[config.mk]
export PLATFORM = sky130hd
export DESIGN_NAME = level_alarm_monitor
export DESIGN_NICKNAME = d
export VERILOG_FILES = /design/src/rtl/level_pkg.sv /design/src/rtl/bin2bcd_seq.sv /design/src/rtl/level_alarm_monitor.sv
export SDC_FILE = /design/constraint.sdc
export NUM_CORES = 1
export LEC_CHECK = 0
export CAP_MARGIN = 15
export CORE_UTILIZATION = 47
export CTS_CLUSTER_SIZE = 8
export DETAILED_ROUTE_END_ITERATION = 12
export PLACE_DENSITY = 0.81
export REMOVE_ABC_BUFFERS = 1
export SETUP_SLACK_MARGIN = 0.1
export SLEW_MARGIN = 20
export SYNTH_ARGS = -nofsm -noshare
export SYNTH_HDL_FRONTEND = slang
export SYNTH_SLANG_ARGS = --single-unit
export TNS_END_PERCENT = 20
[constraint.sdc]
create_clock -name clk_100MHz -period 1.9 [get_ports clk_100MHz]
set_input_delay 0.38 -clock clk_100MHz [delete_from_list [all_inputs] [get_ports clk_100MHz]]
set_output_delay 0.38 -clock clk_100MHz [all_outputs]
set_load 0.1 [all_outputs]
[src/rtl/level_pkg.sv]
`default_nettype none
//==============================================================================
// Module : level_pkg
// Desc   : Shared types and sizing helpers for the level alarm monitor.
// Rev    : 1.0 - initial release
//==============================================================================
package level_pkg;

  typedef enum logic [1:0] {
    IDLE = 2'd0,
    CONV = 2'd1,
    DONE = 2'd2
  } conv_state_e;

  localparam int C_PERSIST_DEF = 4;

  // Smallest digit count whose decimal range covers 2**width-1.
  function automatic int bcd_digits_for(input int width);
    longint unsigned max_val;
    longint unsigned span;
    int              digits;
    max_val = (64'd1 << width) - 64'd1;
    span    = 64'd10;
    digits  = 1;
    for (int i = 0; i < 19; i++) begin
      if (span <= max_val) begin
        digits = digits + 1;
        span   = span * 64'd10;
      end
    end
    return digits;
  endfunction

  // Persistence counter must be able to hold the value PERSIST.
  function automatic int persist_cnt_w(input int persist);
    return (persist < 1) ? 1 : $clog2(persist + 1);
  endfunction

endpackage
`default_nettype wire

[src/rtl/bin2bcd_seq.sv]
`default_nettype none
//==============================================================================
// Module : bin2bcd_seq
// Desc   : Sequential shift-add-3 binary to packed BCD converter.
// Rev    : 1.0 - initial release
//==============================================================================
module bin2bcd_seq
  import level_pkg::*;
#(
  parameter int DATA_W = 8,
  parameter int DIGITS = bcd_digits_for(DATA_W)
) (
  input  logic                clk_100MHz,
  input  logic                reset,
  input  logic                start,
  input  logic [DATA_W-1:0]   din,
  output logic                busy,
  output logic                done,
  output logic [4*DIGITS-1:0] bcd
);

  localparam int SW     = 4 * DIGITS + DATA_W;
  localparam int ITER_W = $clog2(DATA_W + 1);
  localparam logic [ITER_W-1:0] C_LAST_ITER = ITER_W'(DATA_W - 1);

  conv_state_e         state_q, state_d;
  logic [SW-1:0]       shreg_q, shreg_d;
  logic [ITER_W-1:0]   iter_q, iter_d;
  logic [4*DIGITS-1:0] bcd_q, bcd_d;
  logic                done_q, done_d;
  logic [SW-1:0]       w_adj;

  // Digits sit above the binary field; the binary part passes through untouched.
  assign w_adj[DATA_W-1:0] = shreg_q[DATA_W-1:0];

  generate
    for (genvar g = 0; g < DIGITS; g++) begin : g_adj
      logic [3:0] w_dig;
      assign w_dig = shreg_q[DATA_W + 4*g +: 4];
      assign w_adj[DATA_W + 4*g +: 4] = (w_dig >= 4'd5) ? (w_dig + 4'd3) : w_dig;
    end
  endgenerate

  always_comb begin
    state_d = state_q;
    shreg_d = shreg_q;
    iter_d  = iter_q;
    bcd_d   = bcd_q;
    done_d  = 1'b0;
    case (state_q)
      IDLE: begin
        if (start) begin
          shreg_d = {{(4*DIGITS){1'b0}}, din};
          iter_d  = '0;
          state_d = CONV;
        end
      end
      CONV: begin
        shreg_d = w_adj << 1;
        iter_d  = iter_q + 1'b1;
        if (iter_q == C_LAST_ITER) begin
          state_d = DONE;
        end
      end
      DONE: begin
        bcd_d   = shreg_q[SW-1:DATA_W];
        done_d  = 1'b1;
        state_d = IDLE;
      end
      default: begin
        state_d = IDLE;
      end
    endcase
  end

  always_ff @(posedge clk_100MHz or posedge reset) begin
    if (reset) begin
      state_q <= IDLE;
      shreg_q <= '0;
      iter_q  <= '0;
      bcd_q   <= '0;
      done_q  <= 1'b0;
    end else begin
      state_q <= state_d;
      shreg_q <= shreg_d;
      iter_q  <= iter_d;
      bcd_q   <= bcd_d;
      done_q  <= done_d;
    end
  end

  assign busy = (state_q != IDLE);
  assign done = done_q;
  assign bcd  = bcd_q;

endmodule
`default_nettype wire

[src/rtl/level_alarm_monitor.sv]
`default_nettype none
//==============================================================================
// Module : level_alarm_monitor
// Desc   : Level sample acceptance, BCD conversion and filtered high/low alarms.
// Rev    : 1.0 - initial release
//==============================================================================
module level_alarm_monitor
  import level_pkg::*;
#(
  parameter int DATA_W  = 8,
  parameter int DIGITS  = bcd_digits_for(DATA_W),
  parameter int HYST    = 2,
  parameter int PERSIST = C_PERSIST_DEF
) (
  input  logic                clk_100MHz,
  input  logic                reset,
  input  logic                sample_valid,
  input  logic [DATA_W-1:0]   sensor_data,
  input  logic [DATA_W-1:0]   high_threshold,
  input  logic [DATA_W-1:0]   low_threshold,
  output logic                busy,
  output logic [4*DIGITS-1:0] bcd,
  output logic                bcd_valid,
  output logic                overrun,
  output logic                GOET,
  output logic                LOET,
  output logic                cfg_err
);

  localparam int XW    = DATA_W + 1;
  localparam int CNT_W = persist_cnt_w(PERSIST);
  localparam logic [XW-1:0]    C_HYST_X   = XW'(HYST);
  localparam logic [XW-1:0]    C_MAX_X    = {1'b0, {DATA_W{1'b1}}};
  localparam logic [CNT_W-1:0] C_CNT_LAST = CNT_W'(PERSIST - 1);

  logic             w_busy;
  logic             w_accept;
  logic [XW-1:0]    w_data_x, w_high_x, w_low_x;
  logic [XW-1:0]    w_hi_clr_thr, w_lo_sum, w_lo_clr_thr;
  logic             w_hi_hit, w_lo_hit;

  logic             overrun_q, overrun_d;
  logic             goet_q, goet_d;
  logic             loet_q, loet_d;
  logic [CNT_W-1:0] hi_cnt_q, hi_cnt_d;
  logic [CNT_W-1:0] lo_cnt_q, lo_cnt_d;

  assign w_accept = sample_valid & ~w_busy;

  bin2bcd_seq #(
    .DATA_W (DATA_W),
    .DIGITS (DIGITS)
  ) u_bin2bcd (
    .clk_100MHz (clk_100MHz),
    .reset      (reset),
    .start      (w_accept),
    .din        (sensor_data),
    .busy       (w_busy),
    .done       (bcd_valid),
    .bcd        (bcd)
  );

  assign cfg_err = (low_threshold >= high_threshold);

  // One extra bit keeps the hysteresis offsets free of wrap-around.
  assign w_data_x     = {1'b0, sensor_data};
  assign w_high_x     = {1'b0, high_threshold};
  assign w_low_x      = {1'b0, low_threshold};
  assign w_hi_clr_thr = (w_high_x >= C_HYST_X) ? (w_high_x - C_HYST_X) : '0;
  assign w_lo_sum     = w_low_x + C_HYST_X;
  assign w_lo_clr_thr = (w_lo_sum > C_MAX_X) ? C_MAX_X : w_lo_sum;

  // A hit is whatever would move the alarm toward its opposite state.
  assign w_hi_hit = goet_q ? (w_data_x < w_hi_clr_thr) : (w_data_x >= w_high_x);
  assign w_lo_hit = loet_q ? (w_data_x > w_lo_clr_thr) : (w_data_x <= w_low_x);

  always_comb begin
    overrun_d = sample_valid & w_busy;
    goet_d    = goet_q;
    loet_d    = loet_q;
    hi_cnt_d  = hi_cnt_q;
    lo_cnt_d  = lo_cnt_q;
    if (cfg_err) begin
      goet_d   = 1'b0;
      loet_d   = 1'b0;
      hi_cnt_d = '0;
      lo_cnt_d = '0;
    end else if (w_accept) begin
      if (!w_hi_hit) begin
        hi_cnt_d = '0;
      end else if (hi_cnt_q >= C_CNT_LAST) begin
        goet_d   = ~goet_q;
        hi_cnt_d = '0;
      end else begin
        hi_cnt_d = hi_cnt_q + 1'b1;
      end

      if (!w_lo_hit) begin
        lo_cnt_d = '0;
      end else if (lo_cnt_q >= C_CNT_LAST) begin
        loet_d   = ~loet_q;
        lo_cnt_d = '0;
      end else begin
        lo_cnt_d = lo_cnt_q + 1'b1;
      end
    end
  end

  always_ff @(posedge clk_100MHz or posedge reset) begin
    if (reset) begin
      overrun_q <= 1'b0;
      goet_q    <= 1'b0;
      loet_q    <= 1'b0;
      hi_cnt_q  <= '0;
      lo_cnt_q  <= '0;
    end else begin
      overrun_q <= overrun_d;
      goet_q    <= goet_d;
      loet_q    <= loet_d;
      hi_cnt_q  <= hi_cnt_d;
      lo_cnt_q  <= lo_cnt_d;
    end
  end

  assign busy    = w_busy;
  assign overrun = overrun_q;
  assign GOET    = goet_q & ~cfg_err;
  assign LOET    = loet_q & ~cfg_err;

endmodule
`default_nettype wire

# Word level (Yosys, flattened, before mapping)
# Index checks and enable logic that the tools add are counted.
[word_totals]
reg_bits = 48
input_bits = 27
out_inout_bits = 18
wordCells = 86
[classes]
addsub = 8
n_lt_le_gt_ge = 12
n_eq_ne = 5
muxes = 31
n_bitwise = 8
reduce_logical = 12
[ops]
columns = ["cell", "count"]
rows = [
  ["case mux 20 bit (2 select lines)", 1],
  ["2-to-1 mux 3 bit", 9],
  ["2-to-1 mux 20 bit", 1],
  ["2-to-1 mux 9 bit", 2],
  ["greater-or-equal comparator 8 bit", 2],
  ["nonzero test 2 bit", 7],
  ["greater-or-equal comparator 4 x 3 -> 1 bit (second input constant)", 3],
  ["2-to-1 mux 4 bit", 3],
  ["2-to-1 mux 1 bit", 11],
  ["adder 8 x 2 -> 9 bit (second input constant)", 1],
  ["> comparator 8 x 9 -> 1 bit", 1],
  ["> comparator 9 x 8 -> 1 bit (second input constant)", 1],
  ["< comparator 8 x 9 -> 1 bit", 1],
  ["subtractor 8 x 2 -> 9 bit (second input constant)", 1],
  ["adder 4 x 2 -> 4 bit (second input constant)", 2],
  ["greater-or-equal comparator 8 x 2 -> 1 bit (second input constant)", 1],
  ["<= comparator 8 bit", 1],
  ["case mux 4 bit (2 select lines)", 1],
  ["adder 3 x 1 -> 3 bit (second input constant)", 2],
  ["greater-or-equal comparator 3 x 2 -> 1 bit (second input constant)", 2],
  ["AND reduction 3 bit", 2],
  ["adder 4 x 1 -> 4 bit (second input constant)", 1],
  ["AND 1 bit", 4],
  ["== test 4 x 3 -> 1 bit (second input constant)", 1],
  ["other kinds (9)", 15],
]

# Logic depth before layout (Yosys ltp)
[depth]
word_depth = 8
mapped_depth = 14
mapped_depth_nobuf = 14

# By module
# From an unflattened synthesis, not the netlist that was laid out.
[hier_totals]
hier_cells = 389
hier_area_um2 = 3687.3
[modules_own_cells]
columns = ["mod", "n_inst", "cells_each", "area_each_um2"]
rows = [
  ["bin2bcd_seq", 1, 175, 1980.6],
  ["level_alarm_monitor", 1, 214, 1706.6],
]

# Least setup slack after synthesis
# No wires, ideal clock.
[synth_path]
kind = "input to register"
start = "in low_threshold[1]"
end = "reg loet_q"
setup_time_ns = 0.125
arrival_time_ns = 2.824
t_required_ns = 1.775
slack_ns = -1.049
stages = 14
cell_sequence = "ha_1 > nand2b_1 > o21ai_0 > a22oi_1 > o31ai_1 > nand2_1 > and2_1 > ha_1 > nand4_1 > o211ai_1 > a2bb2oi_1 > o211a_1 > nor2b_1 > mux2_2"
[synth_between]
elab_chain_cells = 7
elab_cells_between_ends = 12
cone_classes = "add/sub: 1; order compare: 4; mux: 3; reduce/logical: 4"
[synth_rtl]
columns = ["item", "line", "source"]
rows = [
  ["start, declared", "level_alarm_monitor.sv:20", "input logic [DATA_W-1:0] low_threshold,"],
  ["adder 8 x 2 -> 9 bit", "level_alarm_monitor.sv:70", "assign w_lo_sum = w_low_x + C_HYST_X;"],
  ["> comparator 9 x 8 -> 1 bit", "level_alarm_monitor.sv:71", "assign w_lo_clr_thr = (w_lo_sum > C_MAX_X) ? C_MAX_X : w_lo_sum;"],
  ["2-to-1 mux 9 bit", "level_alarm_monitor.sv:71", ""],
  ["> comparator 8 x 9 -> 1 bit", "level_alarm_monitor.sv:75", "assign w_lo_hit = loet_q ? (w_data_x > w_lo_clr_thr) : (w_data_x <= w_low_x);"],
  ["2-to-1 mux 1 bit", "level_alarm_monitor.sv:75", ""],
  ["nonzero test 2 bit (no line)", "--", ""],
  ["AND reduction 3 bit (no line)", "--", ""],
  ["end signal, assigned", "level_alarm_monitor.sv:119", "loet_q <= loet_d;"],
  ["end, declared", "level_alarm_monitor.sv:44", "logic loet_q, loet_d;"],
]
# Several ways; a longest one is shown, not always the timed one.
# A chain may end at the register's enable or synchronous reset.

# Worst setup path after layout
[layout_path]
start = "in low_threshold[2]"
end = "reg loet_q"
# Same word-level chain as after synthesis.

==> parameters.txt <==
Parameter                              Value

Placement
  Detailed Place HPWL    6.65 mm
  Inst Count DP    582
  IO Port Bufs    44
  Final Wtd Congestion    0.892

Yosys
  Count of state elements after synthesis    48
  Number of distinct library cell variants in the gate-level netlist after synthesis    51
  Post-synth EDFFs    0
  Cell area after technology mapping    3510 sq um
  Post-Syn Instances    385
  Avg Synthesized Cell Area    9.11 sq um
  Share of synthesized area occupied by flip-flops and latches    0.342
  Share of synthesized registers carrying an async set or reset    1.00
  Warnings from Yosys    0
  Ys flop type    dfrtp_1

Worst setup path
  Capturing point of the worst reg2reg path    hi_cnt_q[0]$_DFFE_PP0P_
  Classification of the worst setup path    in2reg
  Kind of start point of the critical path    input port
  Number of buffers and inverters on the critical path    4
  Last element of the critical path    loet_q$_DFFE_PP0P_
  Arrival time worst endpoint    3070 ps
  Cells on worst reg2reg path    7
  Required time worst endpoint    2090 ps
  Sequence of cells on the critical path    buf_8 -> buf_4 -> ha_4 -> o2111ai_1 -> o31ai_4 -> nand2_1 -> and2_4 -> ha_4 -> nand4_1 -> buf_4 -> buf_4 -> o22ai_1 -> a2bb2oi_1 -> o211a_1 -> nor2b_4 -> mux2_4
  Dominant delay contributor by cell family on the critical path    compound AO/OA/AOI/OAI gates
  Crit end category    register
  Critical path depth in cells    16
  Top fanout value on the critical path    5
  Reg-to-reg critical path startpoint    u_bin2bcd.state_q[0]$_DFFE_PP0P_
  Largest stage delay, worst path    300 ps
  Register-to-register setup slack    110 ps
  Worst setup startpoint    low_threshold[2]
  Max stage delay cell, worst path    mux2_4
  Dominant cell type by count on the critical path    buf_4

Finish
  Final net count    576
  Most common library cell in the layout ignoring fill and taps    buf_4
  Number of diodes    0
  Filler instances    533
  Top library cells by usage in the layout, fill and taps aside    80 x buf_4, 48 x dfrtp_1, 43 x ha_1
  Area added between synthesis and finish    41.6%
  Non-filler cells, final    596
  Share of cells above drive strength 1    0.336

Route
  Mean routed wirelength per cell    16.7 um
  Routed Antenna Nets    0
  Detailed-route via count    3,420
  Residual DRC count    0
  Per-cell via count in the routed design    5.74
  Iteration-0 DRC Markers    159
  Wirelength, routed    9.94 mm
  First-pass DRT Iterations    4

Power
  Combinational fraction of design power    0.551
  Internal Power    2.80 mW
  Power density over the cells    1070 nW/um^2
  Leakage power    2.36 nW
  Fraction of power consumed by the clock network    0.142
  Fraction of power spent switching nets    0.472
  Sw Pwr    2.51 mW
  Peak supply drop    0.000439 V
  Sequential Power Share    0.307

Global route
  Global-route wire length before repair    15.6 mm
  Tot GR Track Use    0.259
  Number of global-route vias before repair    3,421
  Maximum number of pins on one net before global-route repair    27
  Total congestion overflow    0
  Antenna violations before repair    0

Clock network
  Number of levels in the clock H-tree    2
  Number of buffers inserted for hold repair after clock tree synthesis    0
  Later-pin clock latency in the skew report    300 ps
  Clk sinks    48
  CTS buffer count    5
  Clock-pin transition on the worst setup and hold timing paths    100 ps
  Buffers from clock root to sink, at most    2
  Clock root cell    clkbuf_8
  TritonCTS clock tree    built

STA
  Worst hold margin    422 ps
  Hold Vio Cnt, Final    0
  Transition time at the pin with the least slew margin    642 ps
  Clock tree skew after final layout    9.61 ps
  Slew Limit Headroom    0.572
  Total setup violations reported at the end of the flow    11
  Final critical-path required period    2870 ps
  Final Slew Violations    0
  FMAX    348 MHz
  Final worst path period share    1.51
  Setup repair after global routing missed its margin    true
  Final setup slack of the worst path    -971 ps

Floorplanning
  Full die area    7810 sq um
  Standard-cell rows    31
  Die Ht    88.4 um
  Horizontal extent of the die    88.4 um
  Initial standard-cell utilization of the core    0.486
  Core Box Area    7210 sq um
  I/O pins    45

Status
  Failing checks    setup timing
  Run status    complete, but fails checks

Min path
  Path class of the lowest-slack min-delay path    in2async

Run
  # Max-Cap Violations    0
cells in the mapped netlist (all sizes together) (2+ instances only):
library cell / count / area (sq um)
xnor2: 8 / 70.1
o31ai: 9 / 82.6
and3: 4 / 25.0
buf: 2 / 22.5
a22oi: 9 / 67.6
and2: 8 / 50.1
nand2b: 9 / 56.3
a32o: 3 / 30.0
a21boi: 2 / 15.0
dfrtp: 48 / 1200
o21ai: 34 / 170
and4: 2 / 17.5
xor2: 2 / 17.5
mux2: 7 / 78.8
nand4: 5 / 31.3
a211oi: 6 / 45.0
nand2: 43 / 164
o211ai: 4 / 30.0
a21oi: 20 / 100
nor2: 12 / 47.6
clkbuf: 10 / 37.5
nand3: 21 / 110
a31oi: 3 / 18.8
a211o: 2 / 17.5
inv: 30 / 113
ha: 53 / 663
nor3: 5 / 25.0
nor3b: 3 / 27.5
nor2b: 6 / 37.5
cell families (layout without fill, tap and decap cells):
group / count (synthesis) / after routing / synth area share
adders and majority gates: 53 / 53 / 0.189
muxes: 8 / 8 / 0.0253
AOI/OAI and AO/OA: 101 / 101 / 0.188
DFF: 48 / 48 / 0.342
buffers and inverters: 42 / 154 / 0.0492
xor gates and xnor gates: 10 / 10 / 0.0250
and+or+nand+nor: 123 / 123 / 0.182
per-stage QoR:
step / utilization / area (sq um) / setup WS [ps] / power [mW] / TNS, ps
detailed placement: 0.626 / 4510 / -1770 / 4.44 / -15420
finish: 0.689 / 4970 / -971 / 5.31 / -7900
global placement: 0.626 / 4510 / -1610 / 4.31 / -14390
floorplan: - / 3450 / -1040 / 3.58 / -9520
global route: 0.689 / 4970 / -1020 / 5.67 / -9130
CTS: 0.679 / 4900 / -835 / 5.26 / -6570
registers in the layout (all words and copies together), names as in the netlist, 2 cells and up:
| signal | cells |
|---|---|
| hi_cnt_q | 3 |
| u_bin2bcd.shreg_q | 20 |
| u_bin2bcd.iter_q | 4 |
| u_bin2bcd.bcd | 12 |
| lo_cnt_q | 3 |
| u_bin2bcd.state_q | 2 |
worst register-to-register path: stages, from the launching register on:
cell and delay [ps]:
dfrtp_1 410, nor2_1 180, nand2_1 120, buf_4 190, a2111oi_2 300, a211o_1 180, nand3_2 110, o31ai_2 220
metal layers:
| metal | vias to the layer above | global-route usage | wire, um |
|---|---|---|---|
| li1 | 1612 | - | - |
| met1 | 1635 | 0.297 | 3890 |
| met2 | 125 | 0.476 | 5180 |
| met3 | 48 | 0.0345 | 389 |
| met4 | 0 | 0.122 | 480 |
| met5 | - | 0 | 0 |
power by group through the flow:
stage | clock (mW) | sequential (mW) | combinational (mW)
after floorplan | 0 | 2.30 | 1.27
after CTS | 0.761 | 1.63 | 2.87
after global placement | 0 | 1.63 | 2.68
after global routing | 0.809 | 1.68 | 3.19
after detailed placement | 0 | 1.65 | 2.79
final | 0.756 | 1.63 | 2.93
worst min path at each step:
stage                                     start                           endpoint
4_1_cts                                   reset  u_bin2bcd.shreg_q[11]$_DFFE_PP0P_
2_1_floorplan  u_bin2bcd.shreg_q[7]$_DFFE_PP0P_   u_bin2bcd.shreg_q[7]$_DFFE_PP0P_
6_report                                  reset       u_bin2bcd.bcd[3]$_DFFE_PP0P_
3_3_place_gp   u_bin2bcd.shreg_q[7]$_DFFE_PP0P_   u_bin2bcd.shreg_q[7]$_DFFE_PP0P_
3_5_place_dp   u_bin2bcd.shreg_q[4]$_DFFE_PP0P_   u_bin2bcd.shreg_q[4]$_DFFE_PP0P_
5_1_grt                                   reset  u_bin2bcd.shreg_q[11]$_DFFE_PP0P_
cell type report:
| cell class | instances | area (sq um) | share of cell area |
|---|---|---|---|
| repair buffers | 116 | 1000 | 0.202 |
| clock inverters | 3 | 46.3 | 0.00932 |
| multi-input cells | 295 | 2400 | 0.484 |
| clock buffers | 5 | 68.8 | 0.0139 |
| well taps | 99 | 124 | 0.0249 |
| inverters | 30 | 123 | 0.0247 |
| flip-flops and latches | 48 | 1200 | 0.242 |
timing repair:
item,CTS,global route
setup endpoints to repair,11,11
pin swaps,27,9
setup buffers,5,1
gates resized for setup,106,11
Note: power is estimated with default switching activity, not from simulation.
